==> config.mk <==
export PLATFORM = sky130hd
export DESIGN_NAME = rtype_sequencer
export DESIGN_NICKNAME = d
export VERILOG_FILES = /design/src/rtl/rtype_sequencer.sv
export SDC_FILE = /design/constraint.sdc
export NUM_CORES = 1
export LEC_CHECK = 0
export BUFFER_PORTS_ARGS = -buffer_cell sky130_fd_sc_hd__buf_4
export CAP_MARGIN = 15
export CORE_ASPECT_RATIO = 1.1
export CORE_MARGIN = 2
export CORE_UTILIZATION = 41
export DETAILED_ROUTE_END_ITERATION = 7
export HOLD_SLACK_MARGIN = 0.03
export PLACE_DENSITY = 0.92
export SETUP_SLACK_MARGIN = 0.4
export SLEW_MARGIN = 5
export SYNTH_ARGS = -nofsm -noshare
export SYNTH_HDL_FRONTEND = slang
export SYNTH_SLANG_ARGS = --single-unit
==> constraint.sdc <==
create_clock -name Clock -period 7.3 [get_ports Clock]
set_input_delay 2.19 -clock Clock [delete_from_list [all_inputs] [get_ports Clock]]
set_output_delay 2.19 -clock Clock [all_outputs]
set_load 0.05 [all_outputs]
==> src/rtl/rtype_sequencer.sv <==
// rtype_sequencer: control sequencer for the register-type instruction flow
// of a simple bus-based datapath. Fetches the instruction (T0..T2), checks it,
// then steps the datapath through read-operands / ALU / write-back states.
//
// Handshake: a request is accepted only when start=1 is sampled in IDLE or in
// DONE (back-to-back). While busy=1 in any other state, start is ignored.
// Completion is reported by a one-cycle done (DONE state), a one-cycle illegal
// (T3 of a rejected instruction) or a one-cycle timeout (first IDLE cycle
// after the memory wait budget ran out). Exactly one of these ends each run.
//
// Ports:
//   Clock        rising-edge clock
//   clear        synchronous active-low reset
//   start        request to run one instruction
//   ir[31:0]     datapath IR (opcode/Ra/Rb/Rc), must be stable T3..DONE
//   mem_rdy      memory read data valid, sampled in T1
//   PCout..HIin  datapath strobes
//   regout/regin one-hot register bus enables (NREGS wide)
//   operation    ALU opcode, 0 unless the ALU is being driven
//   busy, done, illegal, timeout  status
module rtype_sequencer #(
  parameter int NREGS    = 16,
  parameter int WAIT_MAX = 15,
  parameter int HILO_EN  = 1
) (
  input  logic             Clock,
  input  logic             clear,
  input  logic             start,
  input  logic [31:0]      ir,
  input  logic             mem_rdy,
  output logic             PCout,
  output logic             MARin,
  output logic             IncPC,
  output logic             Zin,
  output logic             Zlowout,
  output logic             Zhighout,
  output logic             PCin,
  output logic             Read,
  output logic             MDRin,
  output logic             MDRout,
  output logic             IRin,
  output logic             Yin,
  output logic             LOin,
  output logic             HIin,
  output logic [NREGS-1:0] regout,
  output logic [NREGS-1:0] regin,
  output logic [4:0]       operation,
  output logic             busy,
  output logic             done,
  output logic             illegal,
  output logic             timeout
);

  typedef enum logic [3:0] {
    S_IDLE, S_T0, S_T1, S_T2, S_T3, S_T4, S_T5, S_T6, S_DONE
  } state_t;

  // Counter holds the number of mem_rdy=0 cycles already spent in T1.
  localparam int WW = (WAIT_MAX > 1) ? $clog2(WAIT_MAX) : 1;
  localparam logic [WW-1:0]    WAIT_LAST = WW'(WAIT_MAX - 1);
  localparam logic [4:0]       NREGS_L   = 5'(NREGS);
  localparam logic [NREGS-1:0] ONE       = {{(NREGS-1){1'b0}}, 1'b1};
  localparam logic             HILO_OK   = (HILO_EN != 0);

  state_t        state;
  logic [WW-1:0] wait_cnt;
  logic          timeout_q;

  // Instruction fields and classification
  logic [4:0] opcode;
  logic [3:0] ra, rb, rc;
  logic       is_bin, is_hilo, is_un;
  logic       ra_bad, rb_bad, rc_bad, legal;
  logic       unused_ir;

  assign opcode    = ir[31:27];
  assign ra        = ir[26:23];
  assign rb        = ir[22:19];
  assign rc        = ir[18:15];
  assign unused_ir = ^ir[14:0];

  assign is_bin  = (opcode >= 5'd3) && (opcode <= 5'd11);
  assign is_hilo = (opcode == 5'd15) || (opcode == 5'd16);
  assign is_un   = (opcode == 5'd17) || (opcode == 5'd18);

  assign ra_bad = ({1'b0, ra} >= NREGS_L);
  assign rb_bad = ({1'b0, rb} >= NREGS_L);
  assign rc_bad = ({1'b0, rc} >= NREGS_L);

  // HILO results land in LO/HI, so Ra is not a used index there; unary
  // instructions have no Rc operand.
  assign legal = (is_bin  && !ra_bad && !rb_bad && !rc_bad) ||
                 (is_hilo && HILO_OK && !rb_bad && !rc_bad) ||
                 (is_un   && !ra_bad && !rb_bad);

  always_ff @(posedge Clock) begin
    if (!clear) begin
      state     <= S_IDLE;
      wait_cnt  <= '0;
      timeout_q <= 1'b0;
    end else begin
      timeout_q <= 1'b0;
      case (state)
        S_IDLE: if (start) state <= S_T0;
        S_T0: begin
          state    <= S_T1;
          wait_cnt <= '0;
        end
        S_T1: begin
          if (mem_rdy) begin
            state <= S_T2;
          end else if (wait_cnt == WAIT_LAST) begin
            // Budget spent: abandon the fetch before any register write.
            state     <= S_IDLE;
            timeout_q <= 1'b1;
          end else begin
            wait_cnt <= wait_cnt + 1'b1;
          end
        end
        S_T2: state <= S_T3;
        S_T3: begin
          if (!legal)     state <= S_IDLE;
          else if (is_un) state <= S_T5;
          else            state <= S_T4;
        end
        S_T4: state <= S_T5;
        S_T5: state <= is_hilo ? S_T6 : S_DONE;
        S_T6: state <= S_DONE;
        S_DONE: state <= start ? S_T0 : S_IDLE;
        default: state <= S_IDLE;
      endcase
    end
  end

  // Moore decode of the strobes from state and ir
  always_comb begin
    PCout     = 1'b0;
    MARin     = 1'b0;
    IncPC     = 1'b0;
    Zin       = 1'b0;
    Zlowout   = 1'b0;
    Zhighout  = 1'b0;
    PCin      = 1'b0;
    Read      = 1'b0;
    MDRin     = 1'b0;
    MDRout    = 1'b0;
    IRin      = 1'b0;
    Yin       = 1'b0;
    LOin      = 1'b0;
    HIin      = 1'b0;
    regout    = '0;
    regin     = '0;
    operation = 5'd0;
    busy      = (state != S_IDLE);
    done      = 1'b0;
    illegal   = 1'b0;
    timeout   = timeout_q;
    case (state)
      S_T0: begin
        PCout = 1'b1;
        MARin = 1'b1;
        IncPC = 1'b1;
        Zin   = 1'b1;
      end
      S_T1: begin
        Zlowout = 1'b1;
        PCin    = 1'b1;
        Read    = 1'b1;
        MDRin   = 1'b1;
      end
      S_T2: begin
        MDRout = 1'b1;
        IRin   = 1'b1;
      end
      S_T3: begin
        if (!legal) begin
          illegal = 1'b1;
        end else begin
          regout = ONE << rb;
          if (is_un) begin
            operation = opcode;
            Zin       = 1'b1;
          end else begin
            Yin = 1'b1;
          end
        end
      end
      S_T4: begin
        regout    = ONE << rc;
        operation = opcode;
        Zin       = 1'b1;
      end
      S_T5: begin
        Zlowout = 1'b1;
        if (is_hilo) LOin = 1'b1;
        else         regin = ONE << ra;
      end
      S_T6: begin
        Zhighout = 1'b1;
        HIin     = 1'b1;
      end
      S_DONE: done = 1'b1;
      default: ;
    endcase
  end

endmodule

After elaboration in Yosys (flattened, before gate mapping):

Cells that the tools add are included.

* register bits after elaboration: 9
* bits in latches: 0
* RAM bits: 0
* bits in read-only memories: 0
* bits of input ports: 36
* word-level logic and storage cells: 76
* memories: 0

* $add $sub $neg: 1
* multiply operators: 0
* div/mod/pow operators: 0
* magnitude comparators: 2
* equality and inequality tests: 17
* shift operators: 3
* multiplexer cells: 35
* bitwise logic cells: 2
* reduce and logical (&&, ||, !) cells: 13

Operator list (number)
* $mux 16: 3
* $shl 1x4->16 const A: 3
* $pmux 4 s9: 1
* $pmux 16 s2: 1
* $mux 4: 6
* $mux 1: 17
* $eq 4x3->1 const B: 4
* $eq 5x5->1 const B: 3
* $mux 5: 2
* $pmux 5 s2: 1
* $eq 4x2->1 const B: 2
* $eq 4x4->1 const B: 2
* $pmux 4 s2: 1
* $ne 2x2->1 const B: 3
* $eq 5x4->1 const B: 1
* $ge 5x2->1 const B: 1
* $le 5x4->1 const B: 1
* $add 4x1->4 const B: 1
* $eq 4x1->1 const B: 1
* $logic_not 4->1: 1
* $logic_or 1x1->1: 4
* $reduce_bool 4->1: 1
* $reduce_or 2->1: 2
* $mux 3: 1
* 9 further kinds: 10

Depth between registers and ports, before layout:

* depth in word-level cells: 6
* mapped depth: 7
* depth with buffers taken out: 7

Worst setup path before layout:

Ideal clock, no wire load.

* kind: input port to output port
* from: input ir[30]
* to: output regout[14]
* arrival: 4.211 ns
* data required time: 5.110 ns
* path slack: 0.899 ns
* stages on the path: 5
* path buffers: 0
* path through: nor2b_1 -> a21oi_1 -> o21bai_1 -> nand2_1 -> o32ai_1

* cells in the longest elaborated chain, start to end: 6

RTL lines
* start, declared: RTL line 29 `input logic [31:0] ir,`
* $ge 5x2->1, or another cell as far along: RTL line 82 `assign is_bin = (opcode >= 5'd3) && (opcode <= 5'd11);`
* $logic_and 1x1->1 / $logic_or 1x1->1 (equally long branches): RTL line 82, 83
* $logic_or 1x1->1: RTL line 92 `assign legal = (is_bin && !ra_bad && !rb_bad && !rc_bad) ||`
* $logic_or 1x1->1 *: RTL line 93 `(is_hilo && HILO_OK && !rb_bad && !rc_bad) ||`
* $mux 16 *: RTL line 176 `if (!legal) begin`
* $pmux 16 s2 *: RTL line 158 `case (state)`
* end, declared: RTL line 45 `output logic [NREGS-1:0] regout,`

Every way passes the cells marked *; elsewhere a longest branch is shown, timed or not.

Worst setup path after layout:

* from: input ir[31]
* to: output regout[15]

Same word-level chain as after synthesis.

==> impl_metrics.env <==
export IMPL_ir_drop_v=0.000253
export IMPL_fmax_ghz=0.166
export IMPL_post_cts_repair_setup_buffers=0
export IMPL_numClockSinks=9
export IMPL_cts_buffers=3
export IMPL_diodes=0
export IMPL_ff2ff_path_depth=5
export IMPL_drc=0
export IMPL_p_sw_share_pct=53.4
export IMPL_grt_pass1_vias=1252
export IMPL_drive_gt1_share_pct=37.9
export IMPL_gp_congestion=0.815
export IMPL_setup_slack_ns=1.29
export IMPL_crit_required_ns=5.11
export IMPL_syn_inst=156
export IMPL_yosys_area_top_type="dfxtp_1"
export IMPL_place_area_mm2=0.00162
export IMPL_p_int_w=0.000141
export IMPL_hold_path_end="wait_cnt[3]"
export IMPL_pin_count=91
export IMPL_hold_depth=2
export IMPL_synth_top_cell_area_share_pct=16.8
export IMPL_pre_cts_slack_ns=1.31
export IMPL_synth_ff_type="dfxtp_1"
export IMPL_clock_power_share_pct=12.8
export IMPL_syn_num_nets=194
export IMPL_viasPerCell=5.34
export IMPL_root_buffer="clkbuf_4"
export IMPL_crit_type="in -> out"
export IMPL_clk_latency_ns=0.26
export IMPL_worst_setup_path_end_kind="primary output"
export IMPL_ys_warn_count=0
export IMPL_synth_cell_types=41
export IMPL_hold_path_startpoint="wait_cnt[3]"
export IMPL_grt_max_degree=13
export IMPL_comb_power_share_pct=65.5
export IMPL_dr_pass1_iters=4
export IMPL_die_area_mm2=0.00305
export IMPL_cts_tree="built"
export IMPL_rsz0062_at_grt="no"
export IMPL_design_area_mm2=0.00164
export IMPL_nNetsFinal=266
export IMPL_worst_pin_slew_ns=0.496
export IMPL_period_needed_ns=6.01
export IMPL_hp_class="reg -> reg"
export IMPL_ys_ff_latch=9
export IMPL_path_max_fanout=8
export IMPL_syn2layout_area_growth_pct=52.9
export IMPL_dp_hpwl_um=2610
export IMPL_slew_headroom_pct=66.7
export IMPL_grt_first_pass_wirelength_um=5150
export IMPL_numPortBuffers=75
export IMPL_total_power_w=0.000303
export IMPL_drt_wl_total_um=3240
export IMPL_cts_max_path_buffers=2
export IMPL_final_cells=258
export IMPL_die_h_um=57.7
export IMPL_post_drt_wl_per_cell_um=12.6
export IMPL_cts_resized=0
export IMPL_min_period_over_period_pct=82.3
export IMPL_max_cap_violations=0
export IMPL_r2r_start="state[3]"
export IMPL_arrival_ns=3.82
export IMPL_drt_initial_drc_count=22
export IMPL_hold_viol_final=0
export IMPL_worstReg2RegEnd="wait_cnt[3]"
export IMPL_overflow=0
export IMPL_p_per_area_mw_per_mm2=184
export IMPL_syn_area_mm2=0.00107
export IMPL_finalSetupViolations=0
export IMPL_clk_pin_slew_ns=0.06
export IMPL_die_w_um=52.8
export IMPL_rows=19
export IMPL_syn_area_per_cell_um2=6.89
export IMPL_yosysSeqAreaShare_pct=16.8
export IMPL_fin_worst_skew_ns=0.00100
export IMPL_p_leak_nw=0.756
export IMPL_cts_hold_buf=0
export IMPL_core_mm2=0.00250
export IMPL_ant_nets=0
export IMPL_htreeDepth=1
export IMPL_synth_area_top_cells="dfxtp_1 17%, nor2_1 7.3%, o22ai_1 6.4%"
export IMPL_final_setup_tns_ns=0
export IMPL_status="completed"
export IMPL_synth_edff_count=0
export IMPL_p_switching_w=0.000162
export IMPL_start_util_pct=43.1
export IMPL_via_count=1378
export IMPL_dpl_cell_count=254
export IMPL_final_max_slew_viol_count=0
export IMPL_antenna_found_initial=0
export IMPL_async_reset_ff_share_pct=0
export IMPL_seqPwrFrac_pct=21.7
export IMPL_grt_total_usage_pct=21.6
export IMPL_r2r_slack_ns=5.43
export IMPL_start_kind="input pin"
[cells by family (layout without fill, tap and decap cells)]
family | Yosys count | after routing | share of synthesized area, %
DFF | 9 | 9 | 16.8
AOI/OAI and AO/OA | 32 | 32 | 21.3
adders and majority gates | 2 | 2 | 2.33
and+or+nand+nor | 94 | 94 | 47.6
buffers and inverters | 14 | 85 | 7.68
muxes | 2 | 2 | 1.86
xor gates and xnor gates | 3 | 3 | 2.45
[Yosys cell counts (2+ instances only)]
library cell	n
a21boi_0	2
a21oi_1	5
and2_1	7
and3_1	3
buf_4	6
dfxtp_1	9
ha_1	2
inv_1	6
mux2i_1	2
nand2_1	13
nand2b_1	10
nand3_1	4
nand3b_1	2
nand4_1	2
nor2_1	21
nor2b_1	8
nor3_1	9
nor3b_1	2
o21ai_0	2
o22ai_1	11
o32ai_1	4
or2_2	5
xor2_1	3
[layout make-up]
cell class | instances | area [um^2]
inverter | 6 | 22.5
clock buffer | 4 | 26.3
tap | 31 | 38.8
multi-input combinational | 133 | 812
sequential | 9 | 180
fill | 236 | 853
timing repair buffer | 75 | 563
[worst max-delay path by stage]
stage | cells after the start | slack (ns) | end | start
6_report | 7 | 1.29 | regout[15] | ir[31]
5_1_grt | 7 | 1.11 | regout[7] | ir[31]
4_1_cts | 7 | 1.30 | regout[7] | ir[31]
3_5_place_dp | 7 | 1.31 | regout[15] | ir[31]
3_3_place_gp | 7 | 1.34 | regout[15] | ir[31]
2_1_floorplan | 5 | 0.90 | regout[14] | ir[30]
[state kept, by name, summed over array words and instances, names as in the netlist]
signal    flops
timeout       1
wait_cnt      4
state         4
[stage by stage]
step           hold slack [ns]  utilization [%]
2_1_floorplan            0.475                -
3_3_place_gp             0.495             64.8
3_5_place_dp             0.501             64.8
4_1_cts                  0.515             65.8
5_1_grt                  0.573             65.8
6_report                 0.515             65.8
[power groups by stage]
stage,sequential [W],combinational [W],clock [W]
3_3_place_gp,0.0000661,0.000196,0
2_1_floorplan,0.0000606,0.000162,0
4_1_cts,0.0000653,0.000199,0.0000386
3_5_place_dp,0.0000664,0.000199,0
5_1_grt,0.0000669,0.000211,0.0000414
6_report,0.0000658,0.000198,0.0000389
[cell usage in the layout, fill, tap and decap left out, types with 3 or more instances in the layout]
cell and instances:
a21oi_1 5, and3_1 3, o22ai_1 11, buf_4 75, dfxtp_1 9, inv_1 6
nand2b_1 10, or2_2 5, xor2_1 3, o32ai_1 4, nand2_1 13, nor3_1 9
nand3_1 4, and2_1 7, nor2_1 21, nor2b_1 8, clkbuf_4 3
[critical path, stage by stage]
cell and delay (ns):
buf_4 0.12, nor2b_1 0.23, a21oi_1 0.07, o21bai_1 0.32
nand2_1 0.25, o32ai_1 0.38, buf_4 0.26
[metal layers]
layer	global-route usage (%)	routed length [um]	vias to the layer above
li1	-	-	702
met1	21.8	1280	608
met2	42.1	1610	68
met3	6.96	353	0
met4	4.03	0	0
met5	0	0	-
Note: power is estimated with default switching activity, not from simulation.
